File: config.mk
export PLATFORM = sky130hd
export DESIGN_NAME = adam_apb_axil_bridge
export DESIGN_NICKNAME = d
export VERILOG_FILES = /design/src/rtl/adam_apb_axil_bridge.sv
export SDC_FILE = /design/constraint.sdc
export NUM_CORES = 1
export LEC_CHECK = 0
export ABC_AREA = 1
export ABC_CLOCK_PERIOD_IN_PS = 4000
export CAP_MARGIN = 5
export CORE_MARGIN = 2
export CORE_UTILIZATION = 43
export CTS_CLUSTER_DIAMETER = 60
export DETAILED_ROUTE_END_ITERATION = 10
export PLACE_DENSITY_LB_ADDON = 0.15
export SYNTH_ARGS = -nofsm -noshare
export SYNTH_HDL_FRONTEND = slang
export SYNTH_SLANG_ARGS = --single-unit
export TNS_END_PERCENT = 20
File: constraint.sdc
create_clock -name clk -period 4 [get_ports clk]
set_clock_uncertainty 0.05 [all_clocks]
set_input_delay 0.8 -clock clk [delete_from_list [all_inputs] [get_ports clk]]
set_output_delay 0.8 -clock clk [all_outputs]
set_load 0.005 [all_outputs]
File: src/rtl/adam_apb_axil_bridge.sv
// adam_apb_axil_bridge: APB completer to AXI-Lite manager bridge.
// Takes one APB transfer at a time and re-issues it as a single AXI-Lite
// read or write. Only one AXI transaction is ever outstanding.
// Optional feature macro: ADAM_APB_AXIL_BRIDGE_ALIGN_CHECK_EN. When defined,
// misaligned addresses complete locally with pslverr and never reach AXI.
module adam_apb_axil_bridge #(
  parameter int  ADDR_WIDTH = 32,
  parameter int  DATA_WIDTH = 32,
  localparam int STRB_WIDTH = DATA_WIDTH / 8
) (
  input  logic                  clk,
  input  logic                  rst,
  input  logic                  pause_req,
  output logic                  pause_ack,
  input  logic [ADDR_WIDTH-1:0] paddr,
  input  logic [2:0]            pprot,
  input  logic                  psel,
  input  logic                  penable,
  input  logic                  pwrite,
  input  logic [DATA_WIDTH-1:0] pwdata,
  input  logic [STRB_WIDTH-1:0] pstrb,
  output logic [DATA_WIDTH-1:0] prdata,
  output logic                  pready,
  output logic                  pslverr,
  output logic [ADDR_WIDTH-1:0] awaddr,
  output logic [2:0]            awprot,
  output logic                  awvalid,
  input  logic                  awready,
  output logic [DATA_WIDTH-1:0] wdata,
  output logic [STRB_WIDTH-1:0] wstrb,
  output logic                  wvalid,
  input  logic                  wready,
  input  logic [1:0]            bresp,
  input  logic                  bvalid,
  output logic                  bready,
  output logic [ADDR_WIDTH-1:0] araddr,
  output logic [2:0]            arprot,
  output logic                  arvalid,
  input  logic                  arready,
  input  logic [DATA_WIDTH-1:0] rdata,
  input  logic [1:0]            rresp,
  input  logic                  rvalid,
  output logic                  rready
);

  typedef enum logic [2:0] {
    ST_IDLE, ST_PAUSED, ST_WR_REQ, ST_WR_RSP, ST_RD_REQ, ST_RD_RSP, ST_DONE
  } state_e;

  state_e                  state_r, state_s;
  logic                    capture_s;
  logic                    misalign_s;
  logic [ADDR_WIDTH-1:0]   addr_r;
  logic [2:0]              prot_r;
  logic                    write_r;
  logic [DATA_WIDTH-1:0]   wdata_r;
  logic [STRB_WIDTH-1:0]   strb_r;
  logic                    awvalid_r, awvalid_s;
  logic                    wvalid_r, wvalid_s;
  logic                    arvalid_r, arvalid_s;
  logic                    bready_r, bready_s;
  logic                    rready_r, rready_s;
  logic                    pready_r, pready_s;
  logic                    pslverr_r, pslverr_s;
  logic [DATA_WIDTH-1:0]   prdata_r, prdata_s;
  logic                    pause_ack_r, pause_ack_s;
  logic                    unused_s;

`ifdef ADAM_APB_AXIL_BRIDGE_ALIGN_CHECK_EN
  localparam logic [ADDR_WIDTH-1:0] ALIGN_MASK = ADDR_WIDTH'(STRB_WIDTH - 1);
  assign misalign_s = |(paddr & ALIGN_MASK);
`else
  assign misalign_s = 1'b0;
`endif

  // penable plays no part in the start decision; resp bit 0 carries no error meaning
  assign unused_s = ^{penable, bresp[0], rresp[0], write_r};

  // Sequencer state register
  always_ff @(posedge clk or negedge rst) begin
    if (!rst) begin
      state_r <= ST_IDLE;
    end else begin
      state_r <= state_s;
    end
  end

  // Next-state and next-output decisions for the transfer sequencer
  always_comb begin
    state_s     = state_r;
    capture_s   = 1'b0;
    awvalid_s   = awvalid_r;
    wvalid_s    = wvalid_r;
    arvalid_s   = arvalid_r;
    bready_s    = bready_r;
    rready_s    = rready_r;
    pready_s    = 1'b0;
    pslverr_s   = pslverr_r;
    prdata_s    = prdata_r;
    pause_ack_s = pause_ack_r;
    case (state_r)
      ST_IDLE: begin
        if (pause_req) begin
          state_s     = ST_PAUSED;
          pause_ack_s = 1'b1;
        end else if (psel) begin
          capture_s = 1'b1;
          if (misalign_s) begin
            state_s   = ST_DONE;
            pready_s  = 1'b1;
            pslverr_s = 1'b1;
          end else if (pwrite) begin
            state_s   = ST_WR_REQ;
            awvalid_s = 1'b1;
            wvalid_s  = 1'b1;
          end else begin
            state_s   = ST_RD_REQ;
            arvalid_s = 1'b1;
          end
        end else begin
          state_s = ST_IDLE;
        end
      end
      ST_PAUSED: begin
        if (!pause_req) begin
          state_s     = ST_IDLE;
          pause_ack_s = 1'b0;
        end else begin
          state_s = ST_PAUSED;
        end
      end
      ST_WR_REQ: begin
        // address and data channels retire independently
        awvalid_s = awvalid_r & ~awready;
        wvalid_s  = wvalid_r & ~wready;
        if (!awvalid_s && !wvalid_s) begin
          state_s  = ST_WR_RSP;
          bready_s = 1'b1;
        end else begin
          state_s = ST_WR_REQ;
        end
      end
      ST_WR_RSP: begin
        if (bvalid) begin
          state_s   = ST_DONE;
          bready_s  = 1'b0;
          pready_s  = 1'b1;
          pslverr_s = bresp[1];
        end else begin
          state_s = ST_WR_RSP;
        end
      end
      ST_RD_REQ: begin
        if (arready) begin
          state_s   = ST_RD_RSP;
          arvalid_s = 1'b0;
          rready_s  = 1'b1;
        end else begin
          state_s = ST_RD_REQ;
        end
      end
      ST_RD_RSP: begin
        if (rvalid) begin
          state_s   = ST_DONE;
          rready_s  = 1'b0;
          pready_s  = 1'b1;
          pslverr_s = rresp[1];
          prdata_s  = rdata;
        end else begin
          state_s = ST_RD_RSP;
        end
      end
      ST_DONE: begin
        state_s   = ST_IDLE;
        pslverr_s = 1'b0;
      end
      default: begin
        state_s   = ST_IDLE;
        awvalid_s = 1'b0;
        wvalid_s  = 1'b0;
        arvalid_s = 1'b0;
        bready_s  = 1'b0;
        rready_s  = 1'b0;
        pslverr_s = 1'b0;
      end
    endcase
  end

  // Capture the APB request when a transfer starts
  always_ff @(posedge clk or negedge rst) begin
    if (!rst) begin
      addr_r  <= '0;
      prot_r  <= 3'd0;
      write_r <= 1'b0;
      wdata_r <= '0;
      strb_r  <= '0;
    end else if (capture_s) begin
      addr_r  <= paddr;
      prot_r  <= pprot;
      write_r <= pwrite;
      wdata_r <= pwdata;
      strb_r  <= pstrb;
    end
  end

  // Registered handshake and status outputs
  always_ff @(posedge clk or negedge rst) begin
    if (!rst) begin
      awvalid_r   <= 1'b0;
      wvalid_r    <= 1'b0;
      arvalid_r   <= 1'b0;
      bready_r    <= 1'b0;
      rready_r    <= 1'b0;
      pready_r    <= 1'b0;
      pslverr_r   <= 1'b0;
      prdata_r    <= '0;
      pause_ack_r <= 1'b0;
    end else begin
      awvalid_r   <= awvalid_s;
      wvalid_r    <= wvalid_s;
      arvalid_r   <= arvalid_s;
      bready_r    <= bready_s;
      rready_r    <= rready_s;
      pready_r    <= pready_s;
      pslverr_r   <= pslverr_s;
      prdata_r    <= prdata_s;
      pause_ack_r <= pause_ack_s;
    end
  end

  assign pause_ack = pause_ack_r;
  assign prdata    = prdata_r;
  assign pready    = pready_r;
  assign pslverr   = pslverr_r;
  assign awaddr    = addr_r;
  assign awprot    = prot_r;
  assign awvalid   = awvalid_r;
  assign wdata     = wdata_r;
  assign wstrb     = strb_r;
  assign wvalid    = wvalid_r;
  assign bready    = bready_r;
  assign araddr    = addr_r;
  assign arprot    = prot_r;
  assign arvalid   = arvalid_r;
  assign rready    = rready_r;

endmodule

==> results_dict.tcl, run 1 <==
set metrics [dict create \
    multiInputGateArea_um2 1460 \
    fmax_mhz 390.4 \
    pwr-share-comb_pct 41.4 \
    port_buffers 260 \
    crit_arrival_ps 2800 \
    drt_iter0_markers 246 \
    ys.flop_type "dfrtp_1" \
    fillers 933 \
    r2r_start "state_r[1]$_DFF_PN0_" \
    worstPathCellList "inv_2 -> nand2_1 -> nor2_4 -> nand2_2 -> nand2_1 -> nand2_1" \
    rows 39 \
    critical-path-top-delay-family "simple AND/OR/NAND/NOR gates" \
    rsz0062_at_grt "false" \
    cts_tree "done" \
    htreeDepth 4 \
    yosysSeqAreaShare_pct 56.07 \
    ys_warn_count 0 \
    critPathLaunch "state_r[1]$_DFF_PN0_" \
    ant_nets 0 \
    grt-ovfl-total 0 \
    timing.slew.headroom_pct 47.97 \
    die_h_um 112.8 \
    power_frac_clock_pct 24.6 \
    synth_fp_nets 693 \
    clock_sinks 114 \
    syn_area_per_cell_um2 8.848 \
    dr.pass1.iters 4 \
    r2r_end "prdata[25]$_DFFE_PN0P_" \
    switching_share_pct 30.78 \
    cts-root-buf "clkbuf_16" \
    setup_viol 0 \
    worst_setup_path_start_kind "flop" \
    cts_setup_buffers 0 \
    wire_per_inst_um 14.27 \
    place_inst 920 \
    r2r_cells 6 \
    grtUsageTotal_pct 21.43 \
    syn2layout_area_growth_pct 58.41 \
    worstHoldPathType "primary input to asynchronous set/reset pin" \
    synth_simple_gate_area_share_pct 19.97 \
    synth-seq-cells 114 \
    die_width_um 112.8 \
    dp_hpwl_mm 9.807 \
    crit_top_cell "nand2_1" \
    power_switching_w 0.001882 \
    worst_ep_required_time_ps 4240 \
    start_util_pct 44.36 \
    hold_viol_final 0 \
    clock_path_buffers 2 \
    first_global_vias 4466 \
    diodes 0 \
    report.final.slew_viol_count 0 \
    fin_crit_ps 2561 \
    hold_buffers 0 \
    cts-resized-gates 0 \
    leakagePower_nw 3.910 \
    ys_types 24 \
    drt_wl_total_mm 13.58 \
    fin_crit_sh_pct 64.03 \
    post-route-util_pct 70.28 \
    nNetsFinal 914 \
    place_congestion 0.7952 \
    cp_slowest_cell "nor2_4" \
    regToRegSetupSlack_ps 1440 \
    synth-edff-count 0 \
    ios 264 \
    grt_max_degree 59 \
    fp.coreArea_um2 11470 \
    drive_above_1_share_pct 8.035 \
    setup_ws_ps 1439 \
    internal_power_w 0.004231 \
    async_flop_share_pct 100.0 \
    cts_inserted_buffers 17 \
    worst_slew_pin_slew_ps 778.6 \
    synth_most_common_cell "nand2_1" \
    seq_power_share_pct 34.0 \
    grt_antenna_before_repair 0 \
    seq_area_um2 2853 \
    vias_per_cell 4.683 \
    power_density_nw_per_um2 758.5 \
    worst_setup_path_end_kind "flop" \
    synthTopCellsByCount "nand2_1, dfrtp_1, inv_1" \
    synthCells 575 \
    ir_drop_mv 0.4005 \
    synth_fa_ha_area_share_pct 0 \
    tns_ps 0 \
    grt_pass1_wl_mm 21.51 \
    clkTransAtPathRegs_ps 50 \
    pre_cts_ws_ps 1231 \
    status "completed" \
    drc 0 \
    yosysTopAreaCell "dfrtp_1" \
    synthMuxAreaShare_pct 0 \
    via_count 4458 \
    synth_compound_area_share_pct 8.731 \
    synth_area_leaders "dfrtp_1, nand2_1, o21ai_1, inv_1, buf_4" \
    syn_area_um2 5087 \
    synth_top_family_by_area "simple AND/OR/NAND/NOR gates" \
    maxCapViolations 0 \
    path_class "flop to flop" \
    die_area_um2 12720 \
    finalNonFillerCells 952 \
    synth_xor_area_share_pct 0 \
    path_max_fanout 35 \
    cp.buffers_inverters 1 \
    cpPeakStageDelay_ps 620 \
    synth.top_cell.area_share_pct 56.07 \
    clock_latency_ps 410 \
]
per-layer routing:
layer  track usage, %  part of all wire [%]  vias to the layer above
met1            23.39                    38                     2053
met4            9.431                   2.7                        0
met5                0                     0                        -
li1                 -                     -                     2187
met3            7.445                   8.4                       29
met2            37.72                    51                      189
cell families (layout without fill, tap and decap cells):
logic type / count (synthesis) / after routing
DFF: 114 / 114
and+or+nand+nor: 235 / 235
buffers and inverters: 146 / 380
AOI/OAI and AO/OA: 80 / 80
power by group through the flow:
stage          Combinational, W  Clock (W)  Sequential (W)
2_1_floorplan           0.00108          0         0.00208
3_3_place_gp            0.00250          0         0.00206
3_5_place_dp            0.00255          0         0.00209
4_1_cts                 0.00257    0.00153         0.00208
5_1_grt                 0.00277    0.00158         0.00215
6_report                0.00253    0.00150         0.00208
area by class of cell:
type	instances	area share (%)
Timing Repair Buffer	264	32.95
Clock inverter	15	2.080
Clock buffer	17	5.279
Sequential cell	114	35.40
Tap cell	143	2.220
Inverter	84	3.959
Multi-Input combinational cell	315	18.12
flip-flops by register name, summed over array words and instances, names as in the netlist, 3 cells and up:
| name | flops |
|---|---|
| wdata | 32 |
| arprot | 3 |
| prdata | 32 |
| araddr | 32 |
| wstrb | 4 |
| state_r | 3 |
placed cells by master (no fill, tap or decap), types with 2 or more instances in the layout:
master           instances
clkinvlp_4               7
o21ai_1                 61
a21oi_1                  5
buf_12                   2
clkbuf_16               17
clkinv_2                 6
nand2_2                 10
nor3_1                   3
inv_1                   81
nand3_1                 42
nand2_1                164
o21ai_2                 11
buf_4                    3
bufinv_16                3
nor2_1                   9
clkdlybuf4s50_1        259
o21ai_0                  2
dfrtp_1                114
nand4_1                  3
worst max path at each step:
stage | to | slack, ps | cells past startpoint
global route | prdata[28]$_DFFE_PN0P_ | 1240 | 6
floorplan | prdata[10]$_DFFE_PN0P_ | 2400 | 4
detailed placement | araddr[19]$_DFFE_PN0P_ | 1230 | 6
finish | prdata[25]$_DFFE_PN0P_ | 1440 | 6
global placement | wdata[19]$_DFFE_PN0P_ | 1250 | 6
CTS | prdata[15]$_DFFE_PN0P_ | 1460 | 6
per-stage QoR:
stage               hold WS (ps)  area [µm²]  total power, W
floorplan                  414.0        5087        0.003156
global placement           402.1        7466        0.004564
detailed placement         407.6        7466        0.004646
CTS                        422.0        8059        0.006188
global route               449.7        8059        0.006499
finish                     391.4        8059        0.006113
Power figures use the tool's default switching activity.
==> run 2, diff against run 1 <==
ABC_CLOCK_PERIOD_IN_PS = 2100   (was 4000)
CORE_UTILIZATION = 36   (was 43)
clock period = 2.1 ns   (was 4 ns; I/O delays follow)
==> results_dict.tcl, run 2 (synthesized netlist as in run 1, its figures left out) <==
set metrics [dict create \
    port_buffers 260 \
    grt_max_degree 47 \
    fp.coreArea_um2 13830 \
    via_count 4420 \
    worstPathCellList "clkdlybuf4s50_1" \
    tns_ps 0 \
    setup_viol 0 \
    fin_crit_sh_pct 85.90 \
    path_class "flop to output port" \
    layout_common_cells "clkdlybuf4s50_1, nand2_1, dfrtp_1" \
    die_width_um 122.9 \
    cts_tree "done" \
    wire_per_inst_um 13.52 \
    hold_viol_final 0 \
    clock_path_buffers 2 \
    worstHoldPathType "flop to flop" \
    hold_buffers 1 \
    path_max_fanout 3 \
    gr-usage-met1_pct 21.18 \
    total_power_w 0.01159 \
    maxCapViolations 0 \
    cts_setup_buffers 0 \
    cpPeakStageDelay_ps 530 \
    post-route-util_pct 59.39 \
    drt_iter0_markers 203 \
    status "completed" \
    regToRegSetupSlack_ps 490 \
    drive_above_1_share_pct 8.791 \
    crit_arrival_ps 1330 \
    cts_inserted_buffers 17 \
    grtUsageTotal_pct 18.08 \
    worst_setup_path_start_kind "flop" \
    multiInputGateArea_um2 1460 \
    grt-ovfl-total 0 \
    report.final.slew_viol_count 0 \
    drc 0 \
    clock_sinks 114 \
    met3_usage_pct 8.411 \
    gr-max-usage-layer "met2" \
    worst_setup_path_end_kind "output port" \
    worst_slew_pin_slew_ps 480.4 \
    rows 43 \
    power_density_nw_per_um2 1411 \
    grt_antenna_before_repair 0 \
    dr.pass1.iters 6 \
    start_util_pct 36.79 \
    cp_slowest_cell "clkdlybuf4s50_1" \
    fillers 1211 \
    drt_wl_total_mm 13.51 \
    htreeDepth 4 \
    diodes 0 \
    final_common_cell "clkdlybuf4s50_1" \
    die_h_um 122.9 \
    worst_ep_required_time_ps 1630 \
    cts-resized-gates 0 \
    seq_area_um2 2853 \
    die_area_um2 15100 \
    clkTransAtPathRegs_ps 50 \
    cp.buffers_inverters 1 \
    vias_per_cell 4.424 \
    first_global_vias 4200 \
    ir_drop_mv 0.5928 \
    critical-path-top-delay-family "buffers and inverters" \
    timing.slew.headroom_pct 67.98 \
    ant_nets 0 \
    fmax_mhz 554.4 \
    dp_hpwl_mm 10.20 \
    syn2layout_area_growth_pct 61.41 \
    place_congestion 0.7842 \
    nNetsFinal 924 \
    fin_crit_ps 1804 \
    cts-root-buf "clkbuf_16" \
    clock_latency_ps 410 \
    grt_use_met2_pct 29.25 \
    rsz0062_at_grt "false" \
    leakagePower_nw 3.992 \
    grt_pass1_wl_mm 21.14 \
    ios 264 \
]
==> run 2: changes by cell type in the layout (fill, tap and decap cells not counted) <==
cell	change
buf_12	+4
buf_4	+5
bufinv_16	-1
clkbuf_1	+2
clkbuf_8	+2
clkinv_2	+2
clkinv_4	+1
clkinvlp_4	-6
dlygate4sd3_1	+1
==> run 2: routing by layer <==
layer	part of all wire (%)	wire, µm	vias up
met3	12	1558	16
met1	40	5420	2019
li1	-	-	2205
met5	0	0	-
met2	47	6359	180
met4	1.3	173	0
==> run 2: through the flow <==
step | hold slack, ps | cell area [µm²] | setup WS, ps | cells
after floorplan | 74.41 | 5087 | 711.6 | 575
after global placement | 357.8 | 7630 | 280.9 | 966
after detailed placement | 365.6 | 7630 | 255.4 | 966
after CTS | 421.5 | 8212 | 263.4 | 999
after global routing | 449.7 | 8212 | 236.1 | 999
final | 416.4 | 8212 | 296.2 | 999
==> run 2: worst min-delay path, cell delays in order, from the launching register on <==
cell and delay (ps):
dfrtp_1 330, nand2_1 50, nand2_1 50
==> run 2: final cells by class <==
class	count	area share, %
clock buffer	21	5.607
clock inverter	11	1.356
inverter	84	3.885
multi-input combinational	315	17.78
sequential	114	34.74
tap	180	2.743
timing repair buffer	274	33.89
==> run 2: final timing paths <==
path / startpoint / endpoint / cells after the start
max: araddr[13]$_DFFE_PN0P_ / awaddr[13] / 1
min: bready$_DFFE_PN0P_ / bready$_DFFE_PN0P_ / 2
max reg2reg: state_r[2]$_DFF_PN0_ / pslverr$_DFFE_PN0P_ / 7
min reg2reg: bready$_DFFE_PN0P_ / bready$_DFFE_PN0P_ / 2
max in group asynchronous: rst / araddr[23]$_DFFE_PN0P_ / 3
min in group asynchronous: rst / araddr[19]$_DFFE_PN0P_ / 2
==> run 2: report_power, final <==
group          leakage, nW  internal (W)  switching (W)  total (W)
clock network        0.286       0.00179       0.000972    0.00276
registers             1.43       0.00324       0.000692    0.00393
logic                 2.27       0.00304        0.00185    0.00489
total                 3.99       0.00807        0.00351     0.0116
